==> src/rtl/acc_stack.sv <==
// -----------------------------------------------------------------------------
// acc_stack
//   Accumulator register backed by a small LIFO save stack. The accumulator
//   can be loaded from the ALU result, the register file, or a zero/sign
//   extended immediate. It can be pushed to and popped from the stack,
//   cleared, and optionally shifted one bit left or right.
//   Illegal operations raise a one-cycle registered error pulse:
//     - push when the stack is full,
//     - pop when the stack is empty,
//     - the reserved opcode,
//     - the shift opcodes when shifting is not built in.
//
// Build option:
//   ACC_SHIFT_EN  when defined, enables op 101 (shl) and op 110 (shr).
//                 When undefined, both opcodes are treated as illegal and
//                 shift_out stays at 0.
//
// Parameters:
//   WIDTH  accumulator / data width in bits (>= 2)
//   IMM_W  immediate width in bits (1..WIDTH)
//   DEPTH  number of save-stack entries (>= 1)
//
// Ports:
//   clk        in   rising-edge clock
//   CLB        in   asynchronous active-low reset
//   op         in   3-bit opcode:
//                     000 hold, 001 load, 010 push, 011 pop,
//                     100 clear, 101 shl, 110 shr, 111 reserved
//   sel_acc    in   load source:
//                     00 alu_in, 01 reg_in,
//                     10 imm zero-extended, 11 imm sign-extended
//   alu_in     in   ALU result
//   reg_in     in   register-file read data
//   imm        in   instruction immediate
//   acc_out    out  accumulator register
//   zero       out  accumulator equals zero
//   count      out  occupied stack entries
//   full       out  count == DEPTH
//   empty      out  count == 0
//   err        out  registered one-cycle illegal-op pulse
//   shift_out  out  registered bit shifted out by the last shl/shr
// -----------------------------------------------------------------------------
module acc_stack #(
    parameter int WIDTH = 8,
    parameter int IMM_W = 4,
    parameter int DEPTH = 4,
    localparam int CW   = $clog2(DEPTH + 1)
) (
    input  logic             clk,
    input  logic             CLB,
    input  logic [2:0]       op,
    input  logic [1:0]       sel_acc,
    input  logic [WIDTH-1:0] alu_in,
    input  logic [WIDTH-1:0] reg_in,
    input  logic [IMM_W-1:0] imm,
    output logic [WIDTH-1:0] acc_out,
    output logic             zero,
    output logic [CW-1:0]    count,
    output logic             full,
    output logic             empty,
    output logic             err,
    output logic             shift_out
);

    typedef enum logic [2:0] {
        OP_HOLD  = 3'b000,
        OP_LOAD  = 3'b001,
        OP_PUSH  = 3'b010,
        OP_POP   = 3'b011,
        OP_CLEAR = 3'b100,
        OP_SHL   = 3'b101,
        OP_SHR   = 3'b110,
        OP_RSVD  = 3'b111
    } op_e;

    // Immediate extension. Building the word as {fill, imm} and keeping the
    // low WIDTH bits stays legal even when IMM_W == WIDTH (no zero-width
    // replication).
    function automatic logic [WIDTH-1:0] ext_imm(
        input logic [IMM_W-1:0] value,
        input logic             sext
    );
        logic                     fill;
        logic [WIDTH+IMM_W-1:0]   wide;
        fill = sext & value[IMM_W-1];
        wide = {{WIDTH{fill}}, value};
        return wide[WIDTH-1:0];
    endfunction

    // Architectural state
    logic [WIDTH-1:0] acc_q, acc_d;
    logic [CW-1:0]    cnt_q, cnt_d;
    logic             err_q, err_d;
    logic             shift_q, shift_d;

    // Stack storage. Deliberately not reset: entries at or above the count
    // are never observable.
    logic [WIDTH-1:0] stack_q [DEPTH];

    // Decode helpers
    op_e              op_s;
    logic             full_s;
    logic             empty_s;
    logic             push_en_s;
    logic [WIDTH-1:0] load_src_s;
    logic [WIDTH-1:0] top_s;

    assign op_s    = op_e'(op);
    assign full_s  = (cnt_q == CW'(DEPTH));
    assign empty_s = (cnt_q == {CW{1'b0}});

    // Load source selection
    always_comb begin
        load_src_s = alu_in;
        case (sel_acc)
            2'b00:   load_src_s = alu_in;
            2'b01:   load_src_s = reg_in;
            2'b10:   load_src_s = ext_imm(imm, 1'b0);
            2'b11:   load_src_s = ext_imm(imm, 1'b1);
            default: load_src_s = alu_in;
        endcase
    end

    // Top-of-stack read: entry count-1. A compare loop avoids index-width
    // mismatches between the count and the array range.
    always_comb begin
        top_s = stack_q[0];
        for (int i = 0; i < DEPTH; i++) begin
            top_s = (cnt_q == CW'(i + 1)) ? stack_q[i] : top_s;
        end
    end

    // Next-state decode for accumulator, count, error and shift bit
    always_comb begin
        acc_d     = acc_q;
        cnt_d     = cnt_q;
        err_d     = 1'b0;
        shift_d   = shift_q;
        push_en_s = 1'b0;
        case (op_s)
            OP_HOLD: begin
                acc_d = acc_q;
            end
            OP_LOAD: begin
                acc_d = load_src_s;
            end
            OP_PUSH: begin
                if (!full_s) begin
                    push_en_s = 1'b1;
                    cnt_d     = cnt_q + CW'(1'b1);
                end else begin
                    err_d = 1'b1;
                end
            end
            OP_POP: begin
                if (!empty_s) begin
                    acc_d = top_s;
                    cnt_d = cnt_q - CW'(1'b1);
                end else begin
                    err_d = 1'b1;
                end
            end
            OP_CLEAR: begin
                acc_d = {WIDTH{1'b0}};
            end
`ifdef ACC_SHIFT_EN
            OP_SHL: begin
                acc_d   = {acc_q[WIDTH-2:0], 1'b0};
                shift_d = acc_q[WIDTH-1];
            end
            OP_SHR: begin
                acc_d   = {1'b0, acc_q[WIDTH-1:1]};
                shift_d = acc_q[0];
            end
`else
            OP_SHL: begin
                err_d = 1'b1;
            end
            OP_SHR: begin
                err_d = 1'b1;
            end
`endif
            OP_RSVD: begin
                err_d = 1'b1;
            end
            default: begin
                err_d = 1'b1;
            end
        endcase
    end

    // State registers with asynchronous active-low reset
    always_ff @(posedge clk or negedge CLB) begin
        if (!CLB) begin
            acc_q   <= {WIDTH{1'b0}};
            cnt_q   <= {CW{1'b0}};
            err_q   <= 1'b0;
            shift_q <= 1'b0;
        end else begin
            acc_q   <= acc_d;
            cnt_q   <= cnt_d;
            err_q   <= err_d;
            shift_q <= shift_d;
        end
    end

    // Stack write: the current accumulator goes into entry count on a
    // legal push
    always_ff @(posedge clk) begin
        for (int i = 0; i < DEPTH; i++) begin
            if (push_en_s && (cnt_q == CW'(i))) begin
                stack_q[i] <= acc_q;
            end
        end
    end

    assign acc_out   = acc_q;
    assign zero      = (acc_q == {WIDTH{1'b0}});
    assign count     = cnt_q;
    assign full      = full_s;
    assign empty     = empty_s;
    assign err       = err_q;
    assign shift_out = shift_q;

endmodule
==> config.mk <==
export PLATFORM = sky130hd
export DESIGN_NAME = acc_stack
export DESIGN_NICKNAME = d
export VERILOG_FILES = /design/src/rtl/acc_stack.sv
export SDC_FILE = /design/constraint.sdc
export NUM_CORES = 1
export LEC_CHECK = 0
export CORE_MARGIN = 2
export CORE_UTILIZATION = 45
export CTS_CLUSTER_SIZE = 8
export DETAILED_ROUTE_END_ITERATION = 8
export GPL_ROUTABILITY_DRIVEN = 1
export HOLD_SLACK_MARGIN = 0.08
export PLACE_DENSITY = 0.7
export SYNTH_ARGS = -nofsm -noshare
export SYNTH_HDL_FRONTEND = slang
export SYNTH_SLANG_ARGS = --single-unit
==> constraint.sdc <==
create_clock -name clk -period 4.9 [get_ports clk]
set_input_delay 0.98 -clock clk [delete_from_list [all_inputs] [get_ports clk]]
set_output_delay 0.98 -clock clk [all_outputs]
set_load 0.03 [all_outputs]
==> results of run 1 <==
==> registers in the layout (all words and copies together) (netlist names) <==
register,flops
count,3
err,1
stack_q,32
acc_out,8
==> stage by stage <==
| stage | util (%) | power, mW | area [um2] | hold slack [ns] | setup WS [ns] |
|---|---|---|---|---|---|
| floorplan | - | 0.792 | 2290 | 0.651 | 2.40 |
| global placement | 56.3 | 0.927 | 2710 | 0.542 | 2.00 |
| detailed placement | 56.3 | 0.933 | 2710 | 0.543 | 1.94 |
| CTS | 58.6 | 1.20 | 2820 | 0.561 | 1.71 |
| global route | 58.6 | 1.26 | 2820 | 0.594 | 1.57 |
| finish | 58.6 | 1.20 | 2820 | 0.564 | 1.71 |
==> per-layer routing <==
layer | track usage (%) | wire (um) | vias up
met5 | 0 | 0 | -
met4 | 8.19 | 131 | 0
met3 | 2.78 | 289 | 9
met2 | 31.5 | 2290 | 53
met1 | 27.4 | 2350 | 796
li1 | - | - | 803
==> cell usage in the layout, fill, tap and decap left out, types with 2 or more instances in the layout <==
| master | Yosys | layout |
|---|---|---|
| nand4_1 | 2 | 2 |
| edfxtp_1 | 32 | 32 |
| clkdlybuf4s50_1 | 0 | 41 |
| ha_1 | 6 | 6 |
| dfrtp_1 | 12 | 12 |
| nor2_1 | 4 | 4 |
| a21oi_1 | 12 | 12 |
| o211ai_1 | 8 | 8 |
| inv_1 | 21 | 21 |
| and3_1 | 2 | 2 |
| o21ai_0 | 19 | 19 |
| nand3_1 | 3 | 3 |
| nand2b_1 | 9 | 9 |
| xor2_1 | 2 | 2 |
| nand2_1 | 18 | 18 |
| mux2_2 | 8 | 8 |
| nor2b_1 | 2 | 2 |
| clkbuf_8 | 0 | 5 |
| mux2i_1 | 8 | 8 |
| a32oi_1 | 8 | 8 |
==> logic make-up after synthesis <==
| logic type | synth area share, % |
|---|---|
| buffers and inverters | 7.05 |
| DFF | 55.1 |
| muxes | 7.43 |
| other | 0.164 |
| AOI/OAI and AO/OA | 14.8 |
| and+or+nand+nor | 11.1 |
| xor gates and xnor gates | 1.15 |
| adders and majority gates | 3.28 |
==> path summary, 6_finish.rpt <==
path	startpoint	to	slack (ns)	depth (start not counted)
max	count[1]$_DFFE_PN0P_	empty	1.71	4
min	acc_out[5]$_DFFE_PN0P_	stack_q[0][5]$_DFFE_PP_	0.56	0
max reg2reg	count[2]$_DFFE_PN0P_	stack_q[3][4]$_DFFE_PP_	2.42	4
min reg2reg	acc_out[5]$_DFFE_PN0P_	stack_q[0][5]$_DFFE_PP_	0.56	0
max in group asynchronous	CLB	acc_out[4]$_DFFE_PN0P_	3.41	1
min in group asynchronous	CLB	acc_out[1]$_DFFE_PN0P_	1.07	1
==> area by class of cell <==
class                      instances  area share (%)
clock buffer                       5            2.44
sequential                        44            44.7
multi-input combinational        126            30.8
inverter                          21            2.79
timing repair buffer              42            14.8
clock inverter                     3            1.51
tap                               67            2.97
==> power groups by stage <==
stage	Clock [mW]	Sequential (mW)	Combinational [mW]
after floorplan	0	0.556	0.236
after global placement	0	0.520	0.407
after detailed placement	0	0.521	0.412
after CTS	0.275	0.513	0.414
after global routing	0.286	0.523	0.452
final	0.271	0.514	0.411
==> flow_metrics.py, run 1 <==
metrics = {
    "run_status": {
        "status": "complete, no violations",
    },
    "routing": {
        "routed_wl_mm": 5.06,
        "drc": 0,
        "via_count": 1661,
        "firstDrtPassIters": 4,
        "ant_nets": 0,
        "wire_per_inst_um": 16.4,
        "dr.first_iter.drc_count": 129,
        "vias_per_cell": 5.39,
    },
    "clock_tree": {
        "cts_tree": "yes",
        "post_cts_buffers": 0,
        "cts_made_buffers": 5,
        "ctsHoldBuffers": 0,
        "ctsResizeCount": 0,
        "h-tree-depth": 2,
        "clkTransAtPathRegs_ns": 0.08,
        "clockRootBuffer": "clkbuf_8",
        "cts_max_path_buffers": 2,
        "cts.sinks": 44,
        "clk_latency_ns": 0.30,
    },
    "power": {
        "p_sw_share_pct": 34.8,
        "p_clk_share_pct": 22.7,
        "power_switching_mw": 0.417,
        "power_frac_comb_pct": 34.4,
        "ir_drop_mv": 0.218,
        "internal_power_mw": 0.780,
        "cellPowerDensity_nw_per_um2": 424,
        "p_leak_nw": 1.08,
        "pwr-share-seq_pct": 43.0,
    },
    "global_route": {
        "grt_max_degree": 18,
        "grt_antenna_before_repair": 0,
        "grt_first_pass_wirelength_mm": 8.08,
        "grt_pass1_vias": 1609,
        "grt_overflow": 0,
        "grtUsageTotal_pct": 19.8,
    },
    "critical_path": {
        "cp_max_fo": 10,
        "cp_cell_sequence": "inv_1, ha_1, nor2b_1, clkdlybuf4s50_1",
        "critPathKind": "flip-flop to output pin",
        "required_ns": 3.92,
        "slowest_stage": "clkdlybuf4s50_1",
        "worst_ep_arrival_time_ns": 2.21,
        "worst-path-buf-inv": 2,
        "crit_family": "buffers and inverters",
        "start_kind": "flip-flop",
        "crit_path_max_incr_delay_ns": 0.72,
        "cp-end-kind": "output pin",
    },
    "logic_synthesis": {
        "netlist_instances": 202,
        "netlist_top_cells_area": "edfxtp_1 (42%), dfrtp_1 (13%), o21ai_0 (4.2%)",
        "synth-seq-cells": 44,
        "ys_types": 37,
        "syn_avg_cell_area_um2": 11.3,
        "synth_top_area_cell": "edfxtp_1",
        "synth_top_area_share_pct": 41.9,
        "synth-main-ff-cell": "edfxtp_1",
        "seq_area_frac_synth_pct": 55.1,
        "yosysWarnings": 0,
        "async_flop_share_pct": 27.3,
        "synth_most_common_cell": "edfxtp_1",
        "synth-edff-count": 32,
        "yosys-top-cells-count": "edfxtp_1 (32), inv_1 (21), o21ai_0 (19)",
        "syn_area_um2": 2290,
        "syn-num-nets": 235,
    },
    "floorplan": {
        "die_x_um": 75.4,
        "core_um2": 4820,
        "start_util_pct": 47.6,
        "dieHeight_um": 75.4,
        "num_rows": 25,
        "die-area_um2": 5680,
        "io_pins": 43,
    },
    "sta": {
        "worst_pin_slew_ns": 0.980,
        "relSlewSlack_pct": 34.5,
        "fin_setup_tns_ns": 0,
        "rsz0062_at_grt": "no",
        "period_share_pct": 65.1,
        "slew_violations": 0,
        "skew_ns": 0.00709,
        "hold_violations": 0,
        "finalCriticalPeriod_ns": 3.19,
        "max_freq_mhz": 313,
        "setup_violations": 0,
    },
    "finish": {
        "multiInputGateArea_um2": 868,
        "fillers": 448,
        "regArea_um2": 1260,
        "num-nets-final": 273,
        "instances_no_fill": 308,
        "insertedDiodeCount": 0,
        "area_delta_synth_final_pct": 23.2,
        "drive_gt1_share_pct": 8.30,
    },
    "placed_design": {
        "globalplace.congestion": 0.846,
        "io_buffers": 41,
        "placed_cells": 300,
        "place_hpwl_mm": 3.51,
    },
    "worst_hold_path": {
        "min_path_type": "flip-flop to flip-flop",
    },
    "job": {
        "maxCapViolCount": 0,
    },
}
Power figures use the tool's default switching activity.
==> run 2, diff against run 1 <==
Settings changed: PLACE_DENSITY 0.7 to 0.73.
Clock period 4.9 ns to 2.7 ns, I/O delays scaled along.
==> flow_metrics.py, run 2 (synthesis gave the netlist of run 1 again) <==
metrics = {
    "sta": {
        "setup_ws_ns": 0.127,
        "hold_slack_ns": 0.563,
        "finalCriticalPeriod_ns": 2.57,
        "setup_violations": 0,
        "period_share_pct": 95.3,
        "fin_setup_tns_ns": 0,
        "relSlewSlack_pct": 54.7,
        "hold_violations": 0,
        "max_freq_mhz": 389,
        "skew_ns": 0.0105,
        "slew_violations": 0,
        "rsz0062_at_grt": "no",
        "worst_pin_slew_ns": 0.677,
    },
    "run_status": {
        "status": "complete, no violations",
    },
    "finish": {
        "drive_gt1_share_pct": 10.6,
        "top_register": "stack_q",
        "num-nets-final": 278,
        "layout_common_cells": "clkdlybuf4s50_1 (41), edfxtp_1 (32), inv_1 (21)",
        "largest_register_ffs": 32,
        "area_delta_synth_final_pct": 25.0,
        "insertedDiodeCount": 0,
        "mostFrequentLayoutCell": "clkdlybuf4s50_1",
    },
    "critical_path": {
        "reg2reg_from": "count[2]$_DFFE_PN0P_",
        "worst-r2r-setup-slack_ns": 0.61,
        "crit_path_max_incr_delay_ns": 0.71,
        "start_kind": "flip-flop",
        "r2r-end": "stack_q[3][1]$_DFFE_PP_",
        "required_ns": 2.16,
        "cp_cell_sequence": "inv_1, ha_1, nor2b_1, clkdlybuf4s50_1",
        "cp-end-kind": "output pin",
        "r2r_cells": 5,
        "critPathKind": "flip-flop to output pin",
        "slowest_stage": "clkdlybuf4s50_1",
        "worst-path-buf-inv": 2,
        "worst_ep_arrival_time_ns": 2.03,
        "crit_family": "buffers and inverters",
        "cp_max_fo": 5,
    },
    "placed_design": {
        "post-place-ws_ns": 0.443,
        "io_buffers": 41,
        "place_hpwl_mm": 3.57,
        "globalplace.congestion": 0.801,
    },
    "power": {
        "cellPowerDensity_nw_per_um2": 771,
        "ir_drop_mv": 0.482,
        "report.power.total_mw": 2.21,
        "p_leak_nw": 1.11,
    },
    "floorplan": {
        "io_pins": 43,
        "dieHeight_um": 75.4,
        "die_x_um": 75.4,
        "start_util_pct": 47.6,
        "core_um2": 4820,
        "num_rows": 25,
        "die-area_um2": 5680,
    },
    "global_route": {
        "grtUsageTotal_pct": 19.3,
        "grt_antenna_before_repair": 0,
        "grt_overflow": 0,
        "grt_pass1_vias": 1579,
        "grt_first_pass_wirelength_mm": 7.84,
        "grt_max_degree": 18,
    },
    "clock_tree": {
        "h-tree-depth": 2,
        "clkTransAtPathRegs_ns": 0.09,
        "clockRootBuffer": "clkbuf_8",
        "cts_tree": "yes",
        "ctsHoldBuffers": 0,
        "cts.sinks": 44,
        "ctsResizeCount": 0,
        "cts_made_buffers": 5,
        "clk_latency_ns": 0.30,
        "post_cts_buffers": 0,
        "cts_max_path_buffers": 2,
    },
    "routing": {
        "firstDrtPassIters": 4,
        "wire_per_inst_um": 16.5,
        "ant_nets": 0,
        "via_count": 1702,
        "routed_wl_mm": 5.18,
        "drc": 0,
        "vias_per_cell": 5.44,
        "dr.first_iter.drc_count": 112,
    },
    "worst_hold_path": {
        "min_path_type": "flip-flop to flip-flop",
        "holdPathEnd": "stack_q[3][2]$_DFFE_PP_",
        "holdCritStartpoint": "acc_out[2]$_DFFE_PN0P_",
        "hold_depth": 0,
    },
    "job": {
        "maxCapViolCount": 0,
    },
}
-- run 2: changes by cell type in the layout (fill, tap and decap cells not counted), sizes merged --
cell | previous run | this run
buf | 1 | 6
-- run 2: layout make-up --
cell class / instances / area [um2]
fill: 437 / 1950
clock inverter: 3 / 47.5
timing repair buffer: 47 / 455
clock buffer: 5 / 68.8
multi-input combinational: 126 / 868
inverter: 21 / 78.8
sequential: 44 / 1260
tap: 67 / 83.8
-- run 2: metrics by stage --
stage | instance area (um2) | utilization (%) | instances
final | 2860 | 59.5 | 313
after global routing | 2860 | 59.5 | 313
after detailed placement | 2750 | 57.0 | 305
after CTS | 2860 | 59.5 | 313
after global placement | 2750 | 57.0 | 305
after floorplan | 2290 | - | 202
-- run 2: report_power, final --
group	internal (mW)	leakage [nW]	total, mW	switching [mW]
Sequential	0.828	0.424	0.937	0.109
Clock	0.278	0.0583	0.501	0.223
Combinational	0.329	0.629	0.772	0.443
Total	1.43	1.11	2.21	0.775
-- run 2: how the worst max path moves through the flow --
stage / start / end / cells after the start
finish: count[1]$_DFFE_PN0P_ / empty / 4
global route: count[1]$_DFFE_PN0P_ / empty / 4
CTS: count[1]$_DFFE_PN0P_ / empty / 4
detailed placement: count[1]$_DFFE_PN0P_ / empty / 4
global placement: count[1]$_DFFE_PN0P_ / empty / 4
floorplan: count[1]$_DFFE_PN0P_ / stack_q[0][0]$_DFFE_PP_ / 5
-- run 2: layer usage --
| metal | vias to the layer above | track usage, % | part of all wire, % |
|---|---|---|---|
| met5 | - | 0 | 0 |
| met4 | 0 | 9.16 | 2.6 |
| met3 | 13 | 2.38 | 5.7 |
| met2 | 62 | 31.0 | 48 |
| met1 | 815 | 26.4 | 44 |
| li1 | 812 | - | - |
==> run 3, diff against run 2 <==
Settings changed: CORE_UTILIZATION 45 to 47, PLACE_DENSITY 0.73 to 0.76.
==> flow_metrics.py, run 3 (synthesis gave the netlist of run 1 again) <==
metrics = {
    "routing": {
        "vias_per_cell": 5.38,
        "dr.first_iter.drc_count": 115,
        "drc": 0,
        "via_count": 1685,
        "routed_wl_mm": 5.15,
        "firstDrtPassIters": 4,
        "wire_per_inst_um": 16.4,
        "ant_nets": 0,
    },
    "critical_path": {
        "required_ns": 2.16,
        "crit_family": "flip-flops",
        "slowest_stage": "dfrtp_1",
        "critPathKind": "flip-flop to output pin",
        "start_kind": "flip-flop",
        "cp-end-kind": "output pin",
        "crit_path_max_incr_delay_ns": 0.77,
        "worst-path-buf-inv": 2,
        "cp_max_fo": 17,
        "worst_ep_arrival_time_ns": 2.02,
        "cp_cell_sequence": "nand2_1, inv_1, clkdlybuf4s50_1",
    },
    "placed_design": {
        "placed_cell_area_um2": 2750,
        "post-place-ws_ns": 0.398,
        "place_hpwl_mm": 3.61,
        "globalplace.congestion": 0.830,
        "io_buffers": 41,
    },
    "finish": {
        "utilization_pct": 60.1,
        "fillers": 403,
        "top_register": "stack_q",
        "num-nets-final": 278,
        "largest_register_ffs": 32,
        "mostFrequentLayoutCell": "clkdlybuf4s50_1",
        "area_delta_synth_final_pct": 23.9,
        "layout_common_cells": "clkdlybuf4s50_1 (40), edfxtp_1 (32), inv_1 (21)",
        "drive_gt1_share_pct": 10.2,
        "insertedDiodeCount": 0,
        "final_area_um2": 2840,
    },
    "clock_tree": {
        "cts_made_buffers": 5,
        "h-tree-depth": 2,
        "clockRootBuffer": "clkbuf_8",
        "ctsHoldBuffers": 0,
        "cts_tree": "yes",
        "cts.sinks": 44,
        "clk_latency_ns": 0.31,
        "cts_max_path_buffers": 2,
        "clkTransAtPathRegs_ns": 0.08,
    },
    "sta": {
        "rsz0062_at_grt": "no",
        "fin_setup_tns_ns": 0,
        "hold_violations": 0,
        "relSlewSlack_pct": 56.4,
        "worst_pin_slew_ns": 0.653,
        "setup_violations": 0,
        "finalCriticalPeriod_ns": 2.56,
        "max_freq_mhz": 390,
        "slew_violations": 0,
        "setup_ws_ns": 0.137,
        "period_share_pct": 94.9,
        "skew_ns": 0.00819,
    },
    "floorplan": {
        "io_pins": 43,
        "core_um2": 4720,
        "die_x_um": 73.8,
        "die-area_um2": 5450,
        "num_rows": 25,
        "start_util_pct": 48.5,
        "dieHeight_um": 73.8,
    },
    "power": {
        "ir_drop_mv": 0.519,
        "cellPowerDensity_nw_per_um2": 747,
        "p_leak_nw": 1.11,
        "report.power.total_mw": 2.12,
    },
    "global_route": {
        "grtUsageTotal_pct": 20.9,
        "grt_max_degree": 18,
        "grt_overflow": 0,
        "grt_antenna_before_repair": 0,
        "grt_first_pass_wirelength_mm": 8.24,
        "grt_pass1_vias": 1621,
    },
    "worst_hold_path": {
        "min_path_type": "flip-flop to flip-flop",
    },
    "run_status": {
        "status": "complete, no violations",
    },
    "job": {
        "maxCapViolCount": 0,
    },
}
## run 3: cell type report
type / count / area (um2) / share of cell area, %
multi-input cells: 126 / 868 / 30.6
clock inverters: 3 / 18.8 / 0.661
repair buffers: 47 / 458 / 16.1
well taps: 67 / 83.8 / 2.95
inverters: 21 / 78.8 / 2.78
flip-flops and latches: 44 / 1260 / 44.4
clock buffers: 5 / 68.8 / 2.43
## run 3: worst paths after layout
| path | startpoint | end | slack [ns] | depth (start not counted) |
|---|---|---|---|---|
| worst max-delay path | count[2]$_DFFE_PN0P_ | full | 0.14 | 3 |
| worst min-delay path | acc_out[2]$_DFFE_PN0P_ | stack_q[3][2]$_DFFE_PP_ | 0.57 | 0 |
| worst max register to register | count[2]$_DFFE_PN0P_ | stack_q[3][4]$_DFFE_PP_ | 0.58 | 5 |
| worst min register to register | acc_out[2]$_DFFE_PN0P_ | stack_q[3][2]$_DFFE_PP_ | 0.57 | 0 |
| max in group asynchronous | CLB | count[0]$_DFFE_PN0P_ | 1.66 | 1 |
| min in group asynchronous | CLB | acc_out[4]$_DFFE_PN0P_ | 0.62 | 1 |
## run 3: repair_timing
action                     4_1_cts  5_1_grt
gates resized for setup          0        1
buffers inserted                 0        0
setup endpoints to repair        0        1
## run 3: per-layer routing
metal,share of wire (%),global-route usage [%],vias up
met4,1.4,6.87,0
met5,0,0,-
met2,47,33.8,71
li1,-,-,812
met1,43,28.2,797
met3,8.1,4.25,5
## run 3: worst register-to-register path, delay by kind of cell (launching register included)
family	cells	cell delay (ns)
fa+ha+maj	1	0.57
simple gates	2	0.21
buf+inv	2	0.42
flops	1	0.63
## run 3: report_power, final
part | internal (mW) | switching (mW) | total [mW]
Clock | 0.179 | 0.234 | 0.412
Combinational | 0.328 | 0.441 | 0.769
Sequential | 0.828 | 0.110 | 0.938
Total | 1.33 | 0.785 | 2.12
## run 3: stage by stage
step / hold slack, ns / std cells
finish: 0.574 / 313
global route: 0.602 / 313
detailed placement: 0.551 / 305
CTS: 0.588 / 313
global placement: 0.558 / 305
floorplan: 0.244 / 202
